[config.mk]
export PLATFORM = sky130hd
export DESIGN_NAME = calc_port_responder
export DESIGN_NICKNAME = d
export VERILOG_FILES = /design/src/rtl/calc_pkg.sv /design/src/rtl/calc_alu.sv /design/src/rtl/calc_port_responder.sv
export SDC_FILE = /design/constraint.sdc
export NUM_CORES = 2
export LEC_CHECK = 0
export ABC_CLOCK_PERIOD_IN_PS = 34500
export CORE_ASPECT_RATIO = 0.8
export CORE_MARGIN = 2
export CORE_UTILIZATION = 45
export CTS_BUF_LIST = sky130_fd_sc_hd__clkbuf_8
export DETAILED_ROUTE_END_ITERATION = 8
export GPL_TIMING_DRIVEN = 0
export HOLD_SLACK_MARGIN = 0.03
export PLACE_DENSITY = 0.69
export SLEW_MARGIN = 40
export SYNTH_ARGS = -nofsm -noshare
export SYNTH_HDL_FRONTEND = slang
export SYNTH_HIERARCHICAL = 1
export SYNTH_SLANG_ARGS = --single-unit
[constraint.sdc]
create_clock -name c_clk -period 34.5 [get_ports c_clk]
set_input_delay 6.9 -clock c_clk [delete_from_list [all_inputs] [get_ports c_clk]]
set_output_delay 6.9 -clock c_clk [all_outputs]
set_load 0.02 [all_outputs]
[src/rtl/calc_pkg.sv]
// Shared types for the calculator responder: command/response codes, slot state and slot contents.
package calc_pkg;

    localparam int NUM_PORTS   = 4;
    localparam int CALC_DATA_W = 32;

    typedef enum logic [3:0] {
        CMD_NOP = 4'd0,
        CMD_ADD = 4'd1,
        CMD_SUB = 4'd2,
        CMD_SHL = 4'd5,
        CMD_SHR = 4'd6
    } cmd_e;

    typedef enum logic [1:0] {
        RESP_NONE   = 2'd0,
        RESP_OK     = 2'd1,
        RESP_INERR  = 2'd2,
        RESP_INTERR = 2'd3
    } resp_e;

    typedef enum logic [1:0] {
        SLOT_IDLE = 2'd0,
        SLOT_OP2  = 2'd1,
        SLOT_PEND = 2'd2
    } slot_state_e;

    // cmd kept as raw bits so unsupported opcodes survive until the ALU flags them
    typedef struct packed {
        logic [3:0]             cmd;
        logic [CALC_DATA_W-1:0] op1;
        logic [CALC_DATA_W-1:0] op2;
    } slot_t;

endpackage

[src/rtl/calc_alu.sv]
// calc_alu: single-cycle combinational ALU; add/sub overflow and unknown opcodes give RESP_INERR with zero data.
module calc_alu
    import calc_pkg::*;
#(
    parameter int DATA_W  = 32,
    parameter int SHAMT_W = 5
) (
    input  logic [3:0]        cmd_i,
    input  logic [DATA_W-1:0] op1_i,
    input  logic [DATA_W-1:0] op2_i,
    output resp_e             resp_o,
    output logic [DATA_W-1:0] result_o
);

    logic [DATA_W:0] sum;
    assign sum = {1'b0, op1_i} + {1'b0, op2_i};

    always_comb begin
        resp_o   = RESP_INERR;
        result_o = '0;
        case (cmd_i)
            CMD_ADD: begin
                if (!sum[DATA_W]) begin
                    resp_o   = RESP_OK;
                    result_o = sum[DATA_W-1:0];
                end
            end
            CMD_SUB: begin
                if (op2_i <= op1_i) begin
                    resp_o   = RESP_OK;
                    result_o = op1_i - op2_i;
                end
            end
            CMD_SHL: begin
                resp_o   = RESP_OK;
                result_o = op1_i << op2_i[SHAMT_W-1:0];
            end
            CMD_SHR: begin
                resp_o   = RESP_OK;
                result_o = op1_i >> op2_i[SHAMT_W-1:0];
            end
            default: ;
        endcase
    end

endmodule

[src/rtl/calc_port_responder.sv]
// calc_port_responder: 4-port calc responder, cmd at edge N -> 1-cycle response after N+3 (+1 per lost grant).
// No backpressure: commands to a busy slot are dropped. CALC_ROUND_ROBIN_EN selects round-robin arbitration.
module calc_port_responder
    import calc_pkg::*;
#(
    parameter int DATA_W  = CALC_DATA_W,
    parameter int SHAMT_W = $clog2(CALC_DATA_W)
) (
    input  logic              c_clk,
    input  logic              reset,
    input  logic [3:0]        req1_cmd_in,
    input  logic [DATA_W-1:0] req1_data_in,
    input  logic [3:0]        req2_cmd_in,
    input  logic [DATA_W-1:0] req2_data_in,
    input  logic [3:0]        req3_cmd_in,
    input  logic [DATA_W-1:0] req3_data_in,
    input  logic [3:0]        req4_cmd_in,
    input  logic [DATA_W-1:0] req4_data_in,
    output logic [1:0]        out_resp1,
    output logic [DATA_W-1:0] out_data1,
    output logic [1:0]        out_resp2,
    output logic [DATA_W-1:0] out_data2,
    output logic [1:0]        out_resp3,
    output logic [DATA_W-1:0] out_data3,
    output logic [1:0]        out_resp4,
    output logic [DATA_W-1:0] out_data4
);

    logic [3:0]        cmd_in  [NUM_PORTS];
    logic [DATA_W-1:0] data_in [NUM_PORTS];

    assign cmd_in[0] = req1_cmd_in;  assign data_in[0] = req1_data_in;
    assign cmd_in[1] = req2_cmd_in;  assign data_in[1] = req2_data_in;
    assign cmd_in[2] = req3_cmd_in;  assign data_in[2] = req3_data_in;
    assign cmd_in[3] = req4_cmd_in;  assign data_in[3] = req4_data_in;

    slot_state_e          st_q   [NUM_PORTS];
    slot_state_e          st_d   [NUM_PORTS];
    slot_t                slot_q [NUM_PORTS];
    slot_t                slot_d [NUM_PORTS];
    logic [NUM_PORTS-1:0] pend;
    logic [NUM_PORTS-1:0] gnt_oh;
    logic                 gnt_vld;
    logic [1:0]           gnt_idx;

    always_ff @(posedge c_clk or posedge reset) begin
        if (reset) begin
            for (int i = 0; i < NUM_PORTS; i++) begin
                st_q[i]   <= SLOT_IDLE;
                slot_q[i] <= '0;
            end
        end else begin
            for (int i = 0; i < NUM_PORTS; i++) begin
                st_q[i]   <= st_d[i];
                slot_q[i] <= slot_d[i];
            end
        end
    end

    always_comb begin
        for (int i = 0; i < NUM_PORTS; i++) begin
            st_d[i]   = st_q[i];
            slot_d[i] = slot_q[i];
            case (st_q[i])
                SLOT_IDLE: begin
                    if (cmd_in[i] != 4'd0) begin
                        st_d[i]       = SLOT_OP2;
                        slot_d[i].cmd = cmd_in[i];
                        slot_d[i].op1 = data_in[i];
                    end
                end
                SLOT_OP2: begin
                    st_d[i]       = SLOT_PEND;
                    slot_d[i].op2 = data_in[i];
                end
                SLOT_PEND: begin
                    if (gnt_oh[i]) st_d[i] = SLOT_IDLE;
                end
                default: st_d[i] = SLOT_IDLE;
            endcase
        end
    end

    always_comb begin
        pend = '0;
        for (int i = 0; i < NUM_PORTS; i++) begin
            pend[i] = (st_q[i] == SLOT_PEND);
        end
    end

`ifdef CALC_ROUND_ROBIN_EN
    logic [1:0] rr_ptr_q;
    logic [1:0] rr_idx;

    always_ff @(posedge c_clk or posedge reset) begin
        if (reset)        rr_ptr_q <= 2'd0;
        else if (gnt_vld) rr_ptr_q <= gnt_idx + 2'd1;
    end

    // first pending slot at or after the pointer, wrapping
    always_comb begin
        gnt_vld = 1'b0;
        gnt_idx = 2'd0;
        rr_idx  = 2'd0;
        for (int k = 0; k < NUM_PORTS; k++) begin
            rr_idx = rr_ptr_q + 2'(k);
            if (!gnt_vld && pend[rr_idx]) begin
                gnt_vld = 1'b1;
                gnt_idx = rr_idx;
            end
        end
    end
`else
    always_comb begin
        gnt_vld = 1'b0;
        gnt_idx = 2'd0;
        for (int k = 0; k < NUM_PORTS; k++) begin
            if (!gnt_vld && pend[k]) begin
                gnt_vld = 1'b1;
                gnt_idx = 2'(k);
            end
        end
    end
`endif

    assign gnt_oh = gnt_vld ? (4'b0001 << gnt_idx) : 4'b0000;

    // granted slot is copied out so the port can reload its slot immediately
    logic       ex_vld_q;
    logic [1:0] ex_port_q;
    slot_t      ex_slot_q;

    always_ff @(posedge c_clk or posedge reset) begin
        if (reset) begin
            ex_vld_q  <= 1'b0;
            ex_port_q <= 2'd0;
            ex_slot_q <= '0;
        end else begin
            ex_vld_q <= gnt_vld;
            if (gnt_vld) begin
                ex_port_q <= gnt_idx;
                ex_slot_q <= slot_q[gnt_idx];
            end
        end
    end

    resp_e             alu_resp;
    logic [DATA_W-1:0] alu_res;

    calc_alu #(
        .DATA_W  (DATA_W),
        .SHAMT_W (SHAMT_W)
    ) u_alu (
        .cmd_i    (ex_slot_q.cmd),
        .op1_i    (ex_slot_q.op1),
        .op2_i    (ex_slot_q.op2),
        .resp_o   (alu_resp),
        .result_o (alu_res)
    );

    resp_e             resp_q [NUM_PORTS];
    logic [DATA_W-1:0] data_q [NUM_PORTS];

    always_ff @(posedge c_clk or posedge reset) begin
        if (reset) begin
            for (int i = 0; i < NUM_PORTS; i++) begin
                resp_q[i] <= RESP_NONE;
                data_q[i] <= '0;
            end
        end else begin
            for (int i = 0; i < NUM_PORTS; i++) begin
                if (ex_vld_q && (ex_port_q == 2'(i))) begin
                    resp_q[i] <= alu_resp;
                    data_q[i] <= alu_res;
                end else begin
                    resp_q[i] <= RESP_NONE;
                    data_q[i] <= '0;
                end
            end
        end
    end

    assign out_resp1 = resp_q[0];  assign out_data1 = data_q[0];
    assign out_resp2 = resp_q[1];  assign out_data2 = data_q[1];
    assign out_resp3 = resp_q[2];  assign out_data3 = data_q[2];
    assign out_resp4 = resp_q[3];  assign out_data4 = data_q[3];

endmodule

==> run_results.csv <==
group,metric,value,unit
die,initial_utilization,45.3,%
grt,grt_pass1_wl,166,mm
die,die_h,226,um
critical_path,r2r_start,"ex_slot_q[2]",
die,core_area,0.0609,mm2
clock_network,clock_latency,0.75,ns
critical_path,cp_slowest_cell,"clkdlybuf4s50_1",
timing,fin_skew,0.0834,ns
timing,worstMarginPinSlew,0.907,ns
job,cap_violations,0,
final_layout,final_cell_count_no_fill,4046,
grt,antenna_found_initial,2,
power,cellLeakagePower,14.1,nW
synth,synth-edff-count,0,
power,powerDensity,126,mW/mm2
power,total_power,0.00419,W
hold_path,hold_path_depth,2,
route,drt_iter0_drc,2354,
die,rows,81,
placement,placed_cells,3907,
route,avgViaCountPerCell,6.18,
synth,yosysWarnings,6,
clock_network,clk_path_buf_depth,3,
synth,synth.area.top_cells,"dfrtp_1 (44%), mux2_2 (11%), nand2_1 (3.2%)",
synth,synth.top_cells.by_count,"dfrtp_1 (487), mux2_2 (266), nand2_1 (239)",
power,p_sw,0.00210,W
synth,async_reset_ff_share,100,%
clock_network,cts_tree,"yes",
route,firstDrtPassIters,8,
placement,port_buffers,281,
clock_network,cts_buffers,80,
critical_path,reg2reg_depth,16,
critical_path,critPathKind,"reg -> out",
timing,setup_viol,0,
synth,yosys.cell_count.top_type,"dfrtp_1",
hold_path,min_path_type,"reg -> reg",
power,switching_share,50.2,%
synth,synth_compound_area_share,15.1,%
final_layout,nFillCells,5359,
synth,synth.area.mux_share,14.5,%
timing,slew_viol_final,0,
placement,gp_congestion,0.984,
timing,report.final.hold_viol_count,0,
synth,avgSynthCellArea,9.91,um2
hold_path,hold_start,"slot_q[200]",
grt,track_usage,35.8,%
grt,first_global_vias,24800,
critical_path,cp-end-kind,"primary output",
critical_path,critical_path_required,27.60,ns
critical_path,path_max_fanout,1,
critical_path,r2r_end,"out_data4[25]",
critical_path,r2r_setup_slack,28.10,ns
die,die_w,281,um
synth,synthCells,2787,
final_layout,fin_util,54.7,%
final_layout,drive_gt1_share,16.6,%
power,power_frac_comb,61.4,%
hold_path,whs_endpoint,"slot_q[200]",
route,wl_per_cell,28.0,um
clock_network,cts.sinks,487,
grt,grt_overflow_total,0,
critical_path,critPathBufInv,1,
final_layout,synthToLayoutAreaGrowth,20.6,%
timing,rsz0062_at_grt,"no",
synth,synth_top_family_by_area,"simple AND/OR/NAND/NOR gates",
clock_network,cts_root_buf,"clkbuf_8",
synth,yosys.area_share.simple,18.6,%
timing,max-slew-margin-rel,39.1,%
synth,ys_ff_latch,487,
clock_network,htreeDepth,3,
placement,dp_hpwl,89.5,mm
final_layout,fin_nets,3372,
outcome,violations,"DRC",
timing,setup_tns,0,ns
synth,synth.top_cell.area_share,44.1,%
power,p_seq_share,26.2,%
timing,fmax,0.116,GHz
clock_network,cts.repair.resized,0,
final_layout,antennaDiodeCount,0,
grt,grt_max_degree,89,
power,intPower,0.00209,W
die,pin_count,282,
synth,yosysSeqAreaShare,44.1,%
critical_path,critPathLaunchType,"flop",
synth,ys_types,89,
synth,syn_area,0.0276,mm2
route,antenna_left,0,
route,drt-total-wl,113,mm
clock_network,hold_buffers,0,
timing,post-route-period-util,24.9,%
critical_path,cp_cell_sequence,"clkdlybuf4s50_1",
critical_path,critical_path_arrival,1.70,ns
route,vias,25000,
critical_path,crit_family,"buffers and inverters",
synth,post_synth_fa_ha_maj_area_fraction,3.09,%
power,irDropWorstVdd,62.6,uV
clock_network,clk_pin_slew_worst_paths,0.06,ns
power,pwr-share-clk,12.4,%
synth,ys.flop_type,"dfrtp_1",
critical_path,slowest_delay,0.61,ns
clock_network,postCtsSetupBuffers,0,
timing,min_period,8.60,ns
synth,synth_xor_area_share,0,%
outcome,status,"complete, but fails checks",
synth,syn-num-nets,3000,
die,dieArea,0.0634,mm2
route,post-route-drc-count,1,
synth,synth_largest_area_cell,"dfrtp_1",
[logic make-up after synthesis]
| family | count (synthesis) |
|---|---|
| compound gates | 587 |
| fa+ha+maj | 67 |
| buf+inv | 284 |
| flops | 487 |
| mux | 348 |
| simple gates | 1014 |
[metrics by stage]
stage / worst slack (ns) / hold slack (ns) / cell area (um2)
global placement: 9.28 / 0.461 / 31500
floorplan: 14.01 / 0.438 / 27600
CTS: 25.84 / 0.476 / 33300
detailed placement: 25.24 / 0.463 / 31700
finish: 25.90 / 0.473 / 33300
global route: 25.74 / 0.504 / 33300
[final cells by class]
class / instances / area [um2] / share of cell area [%]
flip-flops and latches: 487 / 12200 / 36.6
clock buffers: 98 / 1350 / 4.05
clock inverters: 41 / 275 / 0.827
multi-input cells: 2016 / 14200 / 42.6
inverters: 75 / 289 / 0.868
repair buffers: 290 / 3000 / 9.01
well taps: 830 / 1040 / 3.12
plain buffers: 209 / 993 / 2.98
[power groups by stage]
stage                     sequential (W)  combinational [W]  clock, W
final                            0.00110            0.00258  0.000518
after CTS                        0.00109            0.00251  0.000527
after global routing             0.00112            0.00273  0.000551
after floorplan                  0.00102            0.00162         0
after detailed placement         0.00109            0.00250         0
after global placement           0.00109            0.00247         0
[how the worst max path moves through the flow]
stage	to	slack (ns)	from	depth (start not counted)
floorplan	ex_port_q[0]	14.01	reset	1
global placement	slot_q[154]	9.28	reset	2
detailed placement	slot_q[117]	25.24	reset	6
CTS	out_data4[21]	25.84	out_data4[21]	1
global route	slot_q[107]	25.74	reset	6
finish	out_data3[20]	25.90	out_data3[20]	1
[placed cells by master, fill, tap and decap left out, drive strengths merged, types with 68 or more instances in the layout]
master	netlist	final
inv	73	105
a21oi	101	101
mux2	271	271
o21ai	109	109
nand2	239	239
nor2	214	214
o32a	68	68
and2	139	139
a31oi	78	78
nor3b	71	71
nor3	153	153
buf	101	110
clkbuf	108	206
clkdlybuf4s50	0	281
nor2b	89	89
dfrtp	487	487
[flip-flops by register name, summed over array words and instances (netlist names)]
name       flops
out_resp2      2
ex_port_q      2
out_resp1      2
out_data2     32
out_resp4      2
out_resp3      2
out_data1     32
ex_slot_q     68
out_data4     32
slot_q       272
out_data3     32
ex_vld_q       1
st_q           8
[layer usage]
layer	vias to the layer above	global-route usage [%]	wire (um)
met2	1387	55.5	50500
li1	10800	-	-
met3	305	6.45	9210
met4	0	16.2	5690
met1	12600	48.9	48100
met5	-	0	0
Note: power is estimated with default switching activity, not from simulation.
